===== src/rtl/coreport_arb.sv =====
// ---------------------------------------------------------------------------
// coreport_arb
//
// Purpose:
//   Two-master, one-slave Wishbone arbiter in front of a GPIO port slave.
//   A round-robin FSM grants the shared slave to one master at a time and
//   keeps that grant (bus lock) for as long as the master holds cyc high.
//   While a master is granted, its request signals are routed
//   combinationally to the slave, and the slave response is routed back.
//   The other master sees all-zero responses.
//
// Optional feature:
//   Define COREPORT_ARB_TIMEOUT_EN to include an 8-bit stall counter. When
//   the granted master has been stalled for TIMEOUT cycles, the arbiter
//   issues a one-cycle error to that master and releases the bus. With the
//   macro undefined there is no counter, and a grant may be held forever.
//
// Parameters:
//   WIDTH    data width of both masters and the slave
//   TIMEOUT  stall limit in cycles, 1..255 (used only with the macro)
//
// Ports:
//   wb_clk, wb_rst_n          clock and synchronous active-low reset
//   mN_adr_i/dat_i/we_i/
//   mN_cyc_i/stb_i            master N request side (N = 0, 1)
//   mN_dat_o/ack_o/err_o      master N response side
//   s_adr_o/dat_o/we_o/
//   s_cyc_o/stb_o             slave request side
//   s_dat_i/ack_i/err_i       slave response side
//   gnt                       one-hot grant: 01 master 0, 10 master 1, 00 idle
// ---------------------------------------------------------------------------
module coreport_arb #(
    parameter int WIDTH   = 8,
    parameter int TIMEOUT = 255
) (
    input  logic             wb_clk,
    input  logic             wb_rst_n,

    input  logic [31:0]      m0_adr_i,
    input  logic [WIDTH-1:0] m0_dat_i,
    input  logic             m0_we_i,
    input  logic             m0_cyc_i,
    input  logic             m0_stb_i,
    output logic [WIDTH-1:0] m0_dat_o,
    output logic             m0_ack_o,
    output logic             m0_err_o,

    input  logic [31:0]      m1_adr_i,
    input  logic [WIDTH-1:0] m1_dat_i,
    input  logic             m1_we_i,
    input  logic             m1_cyc_i,
    input  logic             m1_stb_i,
    output logic [WIDTH-1:0] m1_dat_o,
    output logic             m1_ack_o,
    output logic             m1_err_o,

    output logic [31:0]      s_adr_o,
    output logic [WIDTH-1:0] s_dat_o,
    output logic             s_we_o,
    output logic             s_cyc_o,
    output logic             s_stb_o,
    input  logic [WIDTH-1:0] s_dat_i,
    input  logic             s_ack_i,
    input  logic             s_err_i,

    output logic [1:0]       gnt
);

    // The state encoding doubles as the one-hot grant vector, so gnt comes
    // straight from the state register.
    typedef enum logic [1:0] {
        IDLE = 2'b00,
        GNT0 = 2'b01,
        GNT1 = 2'b10
    } state_t;

    state_t r_state;
    logic   r_lst;       // last master served; the other one wins a tie
    logic   w_timeout;   // granted master stalled too long this cycle

    // Reject an out-of-range stall limit at elaboration time.
    generate
        if (TIMEOUT < 1 || TIMEOUT > 255) begin : g_badTimeout
            $error("coreport_arb: TIMEOUT must be in 1..255");
        end
    endgenerate

`ifdef COREPORT_ARB_TIMEOUT_EN
    logic [7:0] r_cnt;
    logic       w_stbSel;
    logic       w_stall;

    // A stalled cycle is a granted cycle with stb high and no slave reply.
    // The timeout fires on the TIMEOUT-th such cycle; an ack or err in that
    // same cycle is not a stall, so the reply wins over the timeout.
    always_comb begin
        w_stbSel = 1'b0;
        if (r_state == GNT0) begin
            w_stbSel = m0_stb_i;
        end else if (r_state == GNT1) begin
            w_stbSel = m1_stb_i;
        end
        w_stall   = w_stbSel & ~s_ack_i & ~s_err_i;
        w_timeout = w_stall && (r_cnt == 8'(TIMEOUT - 1));
    end

    // Stall counter: held at zero while idle so every grant starts fresh,
    // cleared by any slave reply, and advanced on each stalled cycle.
    always_ff @(posedge wb_clk) begin
        if (!wb_rst_n) begin
            r_cnt <= 8'd0;
        end else if (r_state == IDLE || s_ack_i || s_err_i) begin
            r_cnt <= 8'd0;
        end else if (w_stall) begin
            r_cnt <= r_cnt + 8'd1;
        end
    end
`else
    assign w_timeout = 1'b0;
`endif

    // Arbitration FSM. A grant lasts while the owner keeps cyc high; when
    // cyc is seen low (or the stall limit hits) the bus returns to IDLE for
    // one cycle and the owner is recorded as last served.
    always_ff @(posedge wb_clk) begin
        if (!wb_rst_n) begin
            r_state <= IDLE;
            r_lst   <= 1'b1;
        end else begin
            case (r_state)
                IDLE: begin
                    if (m0_cyc_i && m1_cyc_i) begin
                        r_state <= r_lst ? GNT0 : GNT1;
                    end else if (m0_cyc_i) begin
                        r_state <= GNT0;
                    end else if (m1_cyc_i) begin
                        r_state <= GNT1;
                    end
                end
                GNT0: begin
                    if (!m0_cyc_i || w_timeout) begin
                        r_state <= IDLE;
                        r_lst   <= 1'b0;
                    end
                end
                GNT1: begin
                    if (!m1_cyc_i || w_timeout) begin
                        r_state <= IDLE;
                        r_lst   <= 1'b1;
                    end
                end
                default: begin
                    r_state <= IDLE;
                end
            endcase
        end
    end

    assign gnt = r_state;

    // Bus routing. Everything defaults to zero, which is the idle picture
    // and also what the non-granted master sees. A timeout pulls the slave
    // strobes low and turns into an error for the owning master.
    always_comb begin
        s_adr_o  = '0;
        s_dat_o  = '0;
        s_we_o   = 1'b0;
        s_cyc_o  = 1'b0;
        s_stb_o  = 1'b0;
        m0_dat_o = '0;
        m0_ack_o = 1'b0;
        m0_err_o = 1'b0;
        m1_dat_o = '0;
        m1_ack_o = 1'b0;
        m1_err_o = 1'b0;
        case (r_state)
            GNT0: begin
                s_adr_o  = m0_adr_i;
                s_dat_o  = m0_dat_i;
                s_we_o   = m0_we_i;
                s_cyc_o  = m0_cyc_i & ~w_timeout;
                s_stb_o  = m0_stb_i & ~w_timeout;
                m0_dat_o = s_dat_i;
                m0_ack_o = s_ack_i & m0_stb_i;
                m0_err_o = (s_err_i & m0_stb_i) | w_timeout;
            end
            GNT1: begin
                s_adr_o  = m1_adr_i;
                s_dat_o  = m1_dat_i;
                s_we_o   = m1_we_i;
                s_cyc_o  = m1_cyc_i & ~w_timeout;
                s_stb_o  = m1_stb_i & ~w_timeout;
                m1_dat_o = s_dat_i;
                m1_ack_o = s_ack_i & m1_stb_i;
                m1_err_o = (s_err_i & m1_stb_i) | w_timeout;
            end
            default: begin
            end
        endcase
    end

endmodule


===== config.mk =====
export PLATFORM = sky130hd
export DESIGN_NAME = coreport_arb
export DESIGN_NICKNAME = d
export VERILOG_FILES = /design/src/rtl/coreport_arb.sv
export SDC_FILE = /design/constraint.sdc
export NUM_CORES = 1
export LEC_CHECK = 0
export CORE_MARGIN = 4
export CORE_UTILIZATION = 24
export DETAILED_ROUTE_END_ITERATION = 12
export GPL_TIMING_DRIVEN = 0
export PLACE_DENSITY = 0.83
export SKIP_CTS_REPAIR_TIMING = 1
export SYNTH_ARGS = -nofsm -noshare
export SYNTH_HDL_FRONTEND = slang
export SYNTH_SLANG_ARGS = --single-unit

===== constraint.sdc =====
create_clock -name wb_clk -period 2.6 [get_ports wb_clk]
set_clock_uncertainty 0.05 [all_clocks]
set_input_delay 0.52 -clock wb_clk [delete_from_list [all_inputs] [get_ports wb_clk]]
set_output_delay 0.52 -clock wb_clk [all_outputs]
set_load 0.005 [all_outputs]

==> impl_metrics.json <==
{
  "period_share_pct": 96.57,
  "synth_top_area_share_pct": 30.81,
  "grt_use_total_pct": 19.11,
  "max_freq_mhz": 398.3,
  "period_minus_slack_ps": 2511,
  "grt_pass1_vias": 1695,
  "core_um2": 4058,
  "setup_slack_ps": 89.10,
  "antenna_left": 0,
  "root_buffer": "clkbuf_8",
  "vdd_drop_max_v": 0.0003576,
  "rr_endpoint": "gnt[0]$_SDFFE_PN0P_",
  "critPathCaptureType": "primary output",
  "htreeDepth": 1,
  "cp.required_ps": 2030,
  "share_comb_of_total_power_pct": 78.8,
  "hold_slack_ps": 445.3,
  "clkLatencyLatePin_ps": 220,
  "switching_share_pct": 33.74,
  "ys_types": 19,
  "routed.top_layer": "met4",
  "cts.sinks": 3,
  "min_path_cells": 2,
  "finalSetupViolCount": 0,
  "syn_to_final_growth_pct": 175.5,
  "route.detailed.drc": 0,
  "grt_first_pass_wirelength_mm": 8.217,
  "post-synth-top-count-cell": "nor2b_1",
  "die_x_um": 73.31,
  "rows": 23,
  "syn_avg_cell_area_um2": 6.915,
  "synth_area_um2": 1023,
  "cp_max_fo": 4,
  "io_pins": 163,
  "p_clk_share_pct": 14.5,
  "dp_hpwl_mm": 4.733,
  "slew_violations": 0,
  "dieArea_um2": 5374,
  "wl_met3_um": 651,
  "drt-initial-drc-count": 55,
  "nets": 417,
  "wirelength_mm": 5.766,
  "postPlaceCellArea_um2": 2708,
  "overflow": 0,
  "worstPathArrival_ps": 1940,
  "p_switching_mw": 0.3217,
  "synth.top_cells.by_area": "a22oi_1, nor2b_1, and2_1",
  "n_antenna_cell": 0,
  "cts_tree": "yes",
  "vias": 1749,
  "hold_class": "register to register",
  "cts_buffers": 3,
  "regArea_um2": 62.56,
  "n_fill_cell": 359,
  "globalplace.congestion": 0.7770,
  "p_int_mw": 0.6318,
  "synth_top_cells_by_count": "nor2b_1, a22oi_1, and2_1, buf_2, clkbuf_1",
  "maxCapViolations": 0,
  "antenna_found_initial": 0,
  "first_pass_iters": 4,
  "wl_per_cell_um": 15.88,
  "critPathLaunchType": "input port",
  "tightest_slew_ps": 382.6,
  "clock_path_buffers": 2,
  "routed-wl-met2_mm": 2.895,
  "ys_warn_count": 0,
  "p_per_area_nw_per_um2": 338.1,
  "leakage_nw": 0.9865,
  "reg2reg_setup_slack_ps": 1060,
  "die_h_um": 73.31,
  "r2r_start": "gnt[0]$_SDFFE_PN0P_",
  "final_cell_area_um2": 2820,
  "seq_area_frac_synth_pct": 5.868,
  "synth_edf_count": 0,
  "syn-num-nets": 251,
  "place_ws_ps": 58.81,
  "ys.flop_type": "dfxtp_1",
  "initial_core_util_pct": 25.22,
  "cts.clk_slew.worst_paths_ps": 30,
  "final_hold_viol_count": 0,
  "r2r_cells": 4,
  "synthCells": 148,
  "pwr-share-seq_pct": 6.7,
  "drive_gt1_share_pct": 8.946,
  "multi_input_area_um2": 904.6,
  "setup-tns-final_ps": 0,
  "synthArstFlopShare_pct": 0,
  "min_to": "gnt[1]$_SDFFE_PN0P_",
  "total_power_mw": 0.9534,
  "critPathKind": "input port to primary output",
  "vias_per_cell": 4.818,
  "status": "finished, final reports clean",
  "numPortBuffers": 162,
  "min_from": "gnt[1]$_SDFFE_PN0P_",
  "maxSlewHeadroom_pct": 74.49,
  "grt_max_degree": 11,
  "met1_length_mm": 2.144,
  "synth-seq-cells": 3,
  "yosysTopAreaCell": "a22oi_1"
}
==> sequential cells by signal (all words and copies together), names as in the netlist <==
signal	cells
gnt	2
r_lst	1
==> layout make-up <==
type,instances,share of cell area (%)
inverters,3,0.3993
well taps,50,2.218
clock buffers,4,1.597
repair buffers,162,57.50
flip-flops and latches,3,2.218
multi-input cells,126,32.08
plain buffers,15,3.993
==> kinds of logic after synthesis <==
kind of cell | Yosys count | synth area share (%)
multiplexers | 2 | 1.956
adder cells (fa/ha/maj) | 5 | 6.112
AND/OR/NAND/NOR | 73 | 43.89
flip-flops | 3 | 5.868
buffers and inverters | 19 | 8.191
AO/OA/AOI/OAI | 46 | 33.98
==> power by group through the flow <==
stage	Combinational, mW	Sequential [mW]	Clock, mW
6_report	0.752	0.0638	0.138
5_1_grt	0.813	0.0653	0.150
4_1_cts	0.713	0.0618	0.143
3_5_place_dp	0.709	0.0625	0
3_3_place_gp	0.698	0.0620	0
2_1_floorplan	0.319	0.0612	0
==> per-stage QoR <==
step	std cells	utilization, %
global placement	360	66.73
floorplan	148	-
global route	363	69.50
finish	363	69.50
CTS	364	67.84
detailed placement	360	66.73
==> layout by cell type (no fill, tap or decap), types with 3 or more instances in the layout <==
master,Yosys,final
clkdlybuf4s50_1,0,162
nor2b_1,43,43
a22oi_1,42,40
and2_1,17,16
buf_2,10,6
clkbuf_4,0,5
buf_6,0,4
and3_1,4,4
nand2_1,4,4
ha_1,5,4
clkbuf_8,0,3
==> worst max-delay path, cell delays in order <==
cell and delay [ps]:
clkdlybuf4s50_1 540, and2_4 190, a21oi_1 40, nor2b_1 120, clkdlybuf4s50_1 530
==> how the worst max path moves through the flow <==
stage / startpoint / to / slack, ps / cells past startpoint
floorplan: gnt[0]$_SDFFE_PN0P_ / s_adr_o[0] / 830 / 6
global placement: m0_cyc_i / s_cyc_o / 60 / 5
detailed placement: gnt[0]$_SDFFE_PN0P_ / s_we_o / 60 / 5
CTS: gnt[0]$_SDFFE_PN0P_ / s_stb_o / -190 / 5
global route: gnt[1]$_SDFFE_PN0P_ / s_adr_o[31] / -7 / 7
finish: m0_cyc_i / s_cyc_o / 90 / 5
==> routing by layer <==
metal	GRT usage, %	vias up
met2	35.65	97
met3	6.156	8
li1	-	860
met4	3.421	0
met1	21.15	784
met5	0	-
Power figures use the tool's default switching activity.
==> patch 1, RTL diff (config.mk and constraints unchanged) <==
Build with the macro `COREPORT_ARB_TIMEOUT_EN` defined.
--- a/src/rtl/coreport_arb.sv
+++ b/src/rtl/coreport_arb.sv
@@ -31,2 +31,4 @@
 // ---------------------------------------------------------------------------
+`define COREPORT_ARB_TIMEOUT_EN
+
 module coreport_arb #(
Formal check against the unedited RTL: no difference found for any inputs over 10 cycles, from zero or initial values and one cycle with wb_rst_n low; that may be too few to reach the edited logic, so the function may still have changed.
==> patch 1 against the original RTL <==
Routed wire length rose by 23%; synthesized cell count rose by 34%; count of clock-buffer cells in the layout did not move; combinational power rose by 6.6%; setup slack got worse by 4.9 ps; worst hold slack improved by 16 ps; critical path type is now register to output pin; global-route usage fell by 2.0 points; area after synthesis rose by 45%; clock power rose by 27%; cell count rose by 22%; sequential cell count rose by 8; sequential share of layout area rose by 4.3 points; cell area rose by 22%; total power rose by 22%.
==> patch 1: results <==
metrics = {
    "placed_design": {
        "dp_hpwl_mm": 5.72,
        "place.gp.congestion": 0.805,
        "place_ws_ps": -569,
    },
    "logic_synthesis": {
        "synthTopCellsByCount": "a22oi_1 (41), nor2b_1 (41), and2_1 (18)",
        "synth_nets": 301,
        "synth.area.top_cells": "a22oi_1 (21%), nor2b_1 (17%), dfxtp_1 (15%)",
        "synth-compound-area-share_pct": 31.1,
        "synthAdderAreaFrac_pct": 4.23,
        "yosys.cell_types.count": 35,
        "synthXorXnorAreaFrac_pct": 3.55,
        "synthMuxAreaShare_pct": 2.70,
    },
    "finish": {
        "fillCellCount": 530,
        "largest_reg_flops": 8,
        "finalNetCount": 471,
        "drive_above_1_share_pct": 11.4,
    },
    "timing": {
        "hold_ws_ps": 462,
        "tightestPinTransition_ps": 359,
        "fin_crit_ps": 2520,
    },
    "global_route": {
        "grt_pass1_vias": 2102,
        "grt_first_pass_wirelength_mm": 10.3,
        "grt_usage_pct": 17.1,
    },
    "route": {
        "drtIter0Drc": 79,
        "via_per_inst": 4.86,
        "drt_wl_total_mm": 7.08,
    },
    "setup_path": {
        "rrSetupSlack_ps": 680,
        "critical_path.max_fanout": 10,
        "cpPeakStageDelay_ps": 510,
        "worstRegToRegCells": 8,
    },
    "clock_network": {
        "clk_pin_slew_ps": 50,
        "clock_latency_ps": 250,
    },
    "power_and_ir_drop": {
        "p_leak_uw": 0.00127,
        "p_comb_uw": 802,
        "peakVddDrop_mv": 0.205,
        "powerSeq_uw": 189,
        "swShare_pct": 33.0,
        "powerClk_uw": 175,
    },
    "outcome": {
        "status": "finished clean",
    },
}
-- patch 1: cell types whose count changed after synthesis, moves of 3 or more --
| cell | unedited run | this run |
|---|---|---|
| nand3_1 | 0 | 3 |
| clkbuf_1 | 6 | 11 |
| dfxtp_1 | 3 | 11 |
| a21boi_0 | 0 | 3 |
| nand2_1 | 4 | 7 |
| inv_1 | 3 | 6 |
| buf_1 | 0 | 3 |
| xnor2_1 | 0 | 4 |
| o2111ai_1 | 0 | 4 |
| buf_2 | 10 | 2 |
| nor2_1 | 0 | 11 |
-- patch 1: path summary, 6_finish.rpt --
kind | startpoint | to
max | gnt[0]$_SDFFE_PN0P_ | s_dat_o[2]
min | gnt[0]$_SDFFE_PN0P_ | gnt[0]$_SDFFE_PN0P_
max reg2reg | gnt[1]$_SDFFE_PN0P_ | gnt[1]$_SDFFE_PN0P_
min reg2reg | gnt[0]$_SDFFE_PN0P_ | gnt[0]$_SDFFE_PN0P_
-- patch 1: layer usage --
metal	vias up	global-route usage, %	share of wire [%]
li1	1048	-	-
met2	103	30.1	51
met5	-	0	0
met4	0	4.53	1.8
met1	988	19.7	37
met3	10	5.70	9.6
-- patch 1: area by class of cell --
type                            instances  share of cell area [%]
Buffer                                 17                    4.30
Clock buffer                            4                    1.31
Inverter                                6                   0.655
Timing Repair Buffer                  165                    48.4
Multi-Input combinational cell        164                    36.1
Sequential cell                        11                    6.48
Tap cell                               75                    2.73
-- patch 1: through the flow --
| stage | cell area (um^2) | util (%) | std cells |
|---|---|---|---|
| after CTS | 3240 | 54.4 | 439 |
| after floorplan | 1480 | - | 198 |
| after detailed placement | 3200 | 53.7 | 435 |
| after global routing | 3440 | 57.7 | 442 |
| final | 3440 | 57.7 | 442 |
| after global placement | 3200 | 53.7 | 435 |
==> patch 2, RTL diff (same flow settings) <==
Made on the original files. Put a register stage on the output `m0_err_o`, with the module's reset. The value now appears one clock later. The other outputs are not delayed to match.
--- a/src/rtl/coreport_arb.sv
+++ b/src/rtl/coreport_arb.sv
@@ -75,2 +75,4 @@
     } state_t;
+
+    logic m0_err_d;
 
@@ -171,3 +173,3 @@
         m0_ack_o = 1'b0;
-        m0_err_o = 1'b0;
+        m0_err_d = 1'b0;
         m1_dat_o = '0;
@@ -184,3 +186,3 @@
                 m0_ack_o = s_ack_i & m0_stb_i;
-                m0_err_o = (s_err_i & m0_stb_i) | w_timeout;
+                m0_err_d = (s_err_i & m0_stb_i) | w_timeout;
             end
@@ -201,2 +203,10 @@
 
+    always_ff @(posedge wb_clk) begin
+        if (!wb_rst_n) begin
+            m0_err_o <= '0;
+        end else begin
+            m0_err_o <= m0_err_d;
+        end
+    end
+
 endmodule
Formal check against the unedited RTL: not equivalent (a bounded check fails within 4 cycles, from zero or initial values and one cycle with wb_rst_n low).
==> patch 2 against the original RTL <==
Synthesized cell count grew 0.68%; global-route usage fell by 0.51 points; count of clock-buffer cells in the layout decreased by 1; sequential cell count up 1; routed wire length shrank 5.9%; area after synthesis grew 2.3%; via count shrank 0.51%; critical path depth unchanged; cell area rose by 1.2%; sequential power up 27%; setup slack got worse by 15 ps; total power increased by 1.2%; non-clock buffer count did not move; critical endpoint unchanged.
==> patch 2: results <==
metrics = {
    "global_route": {
        "use_met3_pct": 6.22,
        "grt_usage_pct": 18.6,
        "grt_first_pass_wirelength_mm": 8.09,
        "met2_usage_pct": 34.4,
        "grtUsageMet1_pct": 20.0,
        "grt_max_degree": 11,
    },
    "timing": {
        "relSlewSlack_pct": 76.0,
    },
    "power_and_ir_drop": {
        "powerSeq_uw": 81.0,
        "p_comb_uw": 751,
        "peakVddDrop_mv": 0.154,
        "p_leak_uw": 0.000992,
        "p_sw_uw": 319,
    },
    "outcome": {
        "status": "finished clean",
    },
    "worst_hold_path": {
        "hold_end": "r_lst$_SDFFE_PN1P_",
        "min_from": "r_lst$_SDFFE_PN1P_",
    },
    "route": {
        "drtIter0Drc": 122,
        "num_vias": 1740,
        "wl_met3_um": 713,
        "met1_length_mm": 1.95,
        "drt_wl_total_mm": 5.43,
        "wl_met2_mm": 2.70,
    },
    "placed_design": {
        "dp_hpwl_mm": 4.58,
        "place.gp.congestion": 0.810,
    },
    "finish": {
        "finalNetCount": 418,
        "fillCellCount": 348,
    },
    "logic_synthesis": {
        "ys_seq_area_share_pct": 7.65,
        "yosys.cell_types.count": 21,
        "synth_nets": 252,
        "synthTopCellsByCount": "nor2b_1 (43), a22oi_1 (42), and2_1 (17), buf_2 (10)",
        "synth.area.top_cells": "a22oi_1 (30%), nor2b_1 (26%), and2_1 (10%)",
    },
    "clock_network": {
        "clockRootBuffer": "clkbuf_8",
    },
    "setup_path": {
        "rrSetupSlack_ps": 1030,
        "critical_path.max_fanout": 4,
        "cpPeakStageDelay_ps": 560,
        "arrival_ps": 1960,
    },
}
==> patch 2: cell count changes after synthesis, sizes merged <==
cell,change
dfxtp,+1
and4,+1
and3,-1
==> patch 2: how the worst max path moves through the flow <==
stage | from | end | slack (ps) | depth (start not counted)
floorplan | gnt[0]$_SDFFE_PN0P_ | s_adr_o[0] | 830 | 6
global placement | gnt[0]$_SDFFE_PN0P_ | s_adr_o[17] | 7 | 5
detailed placement | gnt[0]$_SDFFE_PN0P_ | s_adr_o[17] | 10 | 5
CTS | gnt[0]$_SDFFE_PN0P_ | s_adr_o[17] | -240 | 5
global route | gnt[1]$_SDFFE_PN0P_ | s_adr_o[17] | -10 | 7
finish | m0_cyc_i | s_cyc_o | 70 | 5
==> patch 2: tightest hold or removal path: stages, from the launching register on <==
cell,delay [ps]
dfxtp_1,330
nand2_1,60
nand4_1,70
==> patch 2: cell families after synthesis <==
| logic type | synth area share (%) |
|---|---|
| flops | 7.65 |
| mux | 1.91 |
| buf+inv | 8.12 |
| simple gates | 43.1 |
| compound gates | 33.2 |
| fa+ha+maj | 5.97 |
==> patch 2: cell type report <==
| type | count | area share (%) |
|---|---|---|
| multi-input combinational | 126 | 31.9 |
| tap | 50 | 2.19 |
| inverter | 3 | 0.394 |
| clock buffer | 3 | 1.45 |
| buffer | 15 | 4.34 |
| sequential | 4 | 2.89 |
| timing repair buffer | 162 | 56.8 |
==> patch 2: metrics by stage <==
stage / instances / setup slack (ps) / TNS (ps) / total power, uW / area (um^2)
after floorplan: 149 / 835 / 0 / 396 / 1050
final: 363 / 74.0 / 0 / 965 / 2860
after global placement: 361 / 6.66 / 0 / 778 / 2730
after detailed placement: 361 / 11.1 / 0 / 785 / 2730
after global routing: 363 / -13.2 / -13.2 / 1050 / 2860
after CTS: 364 / -242 / -7270 / 928 / 2770
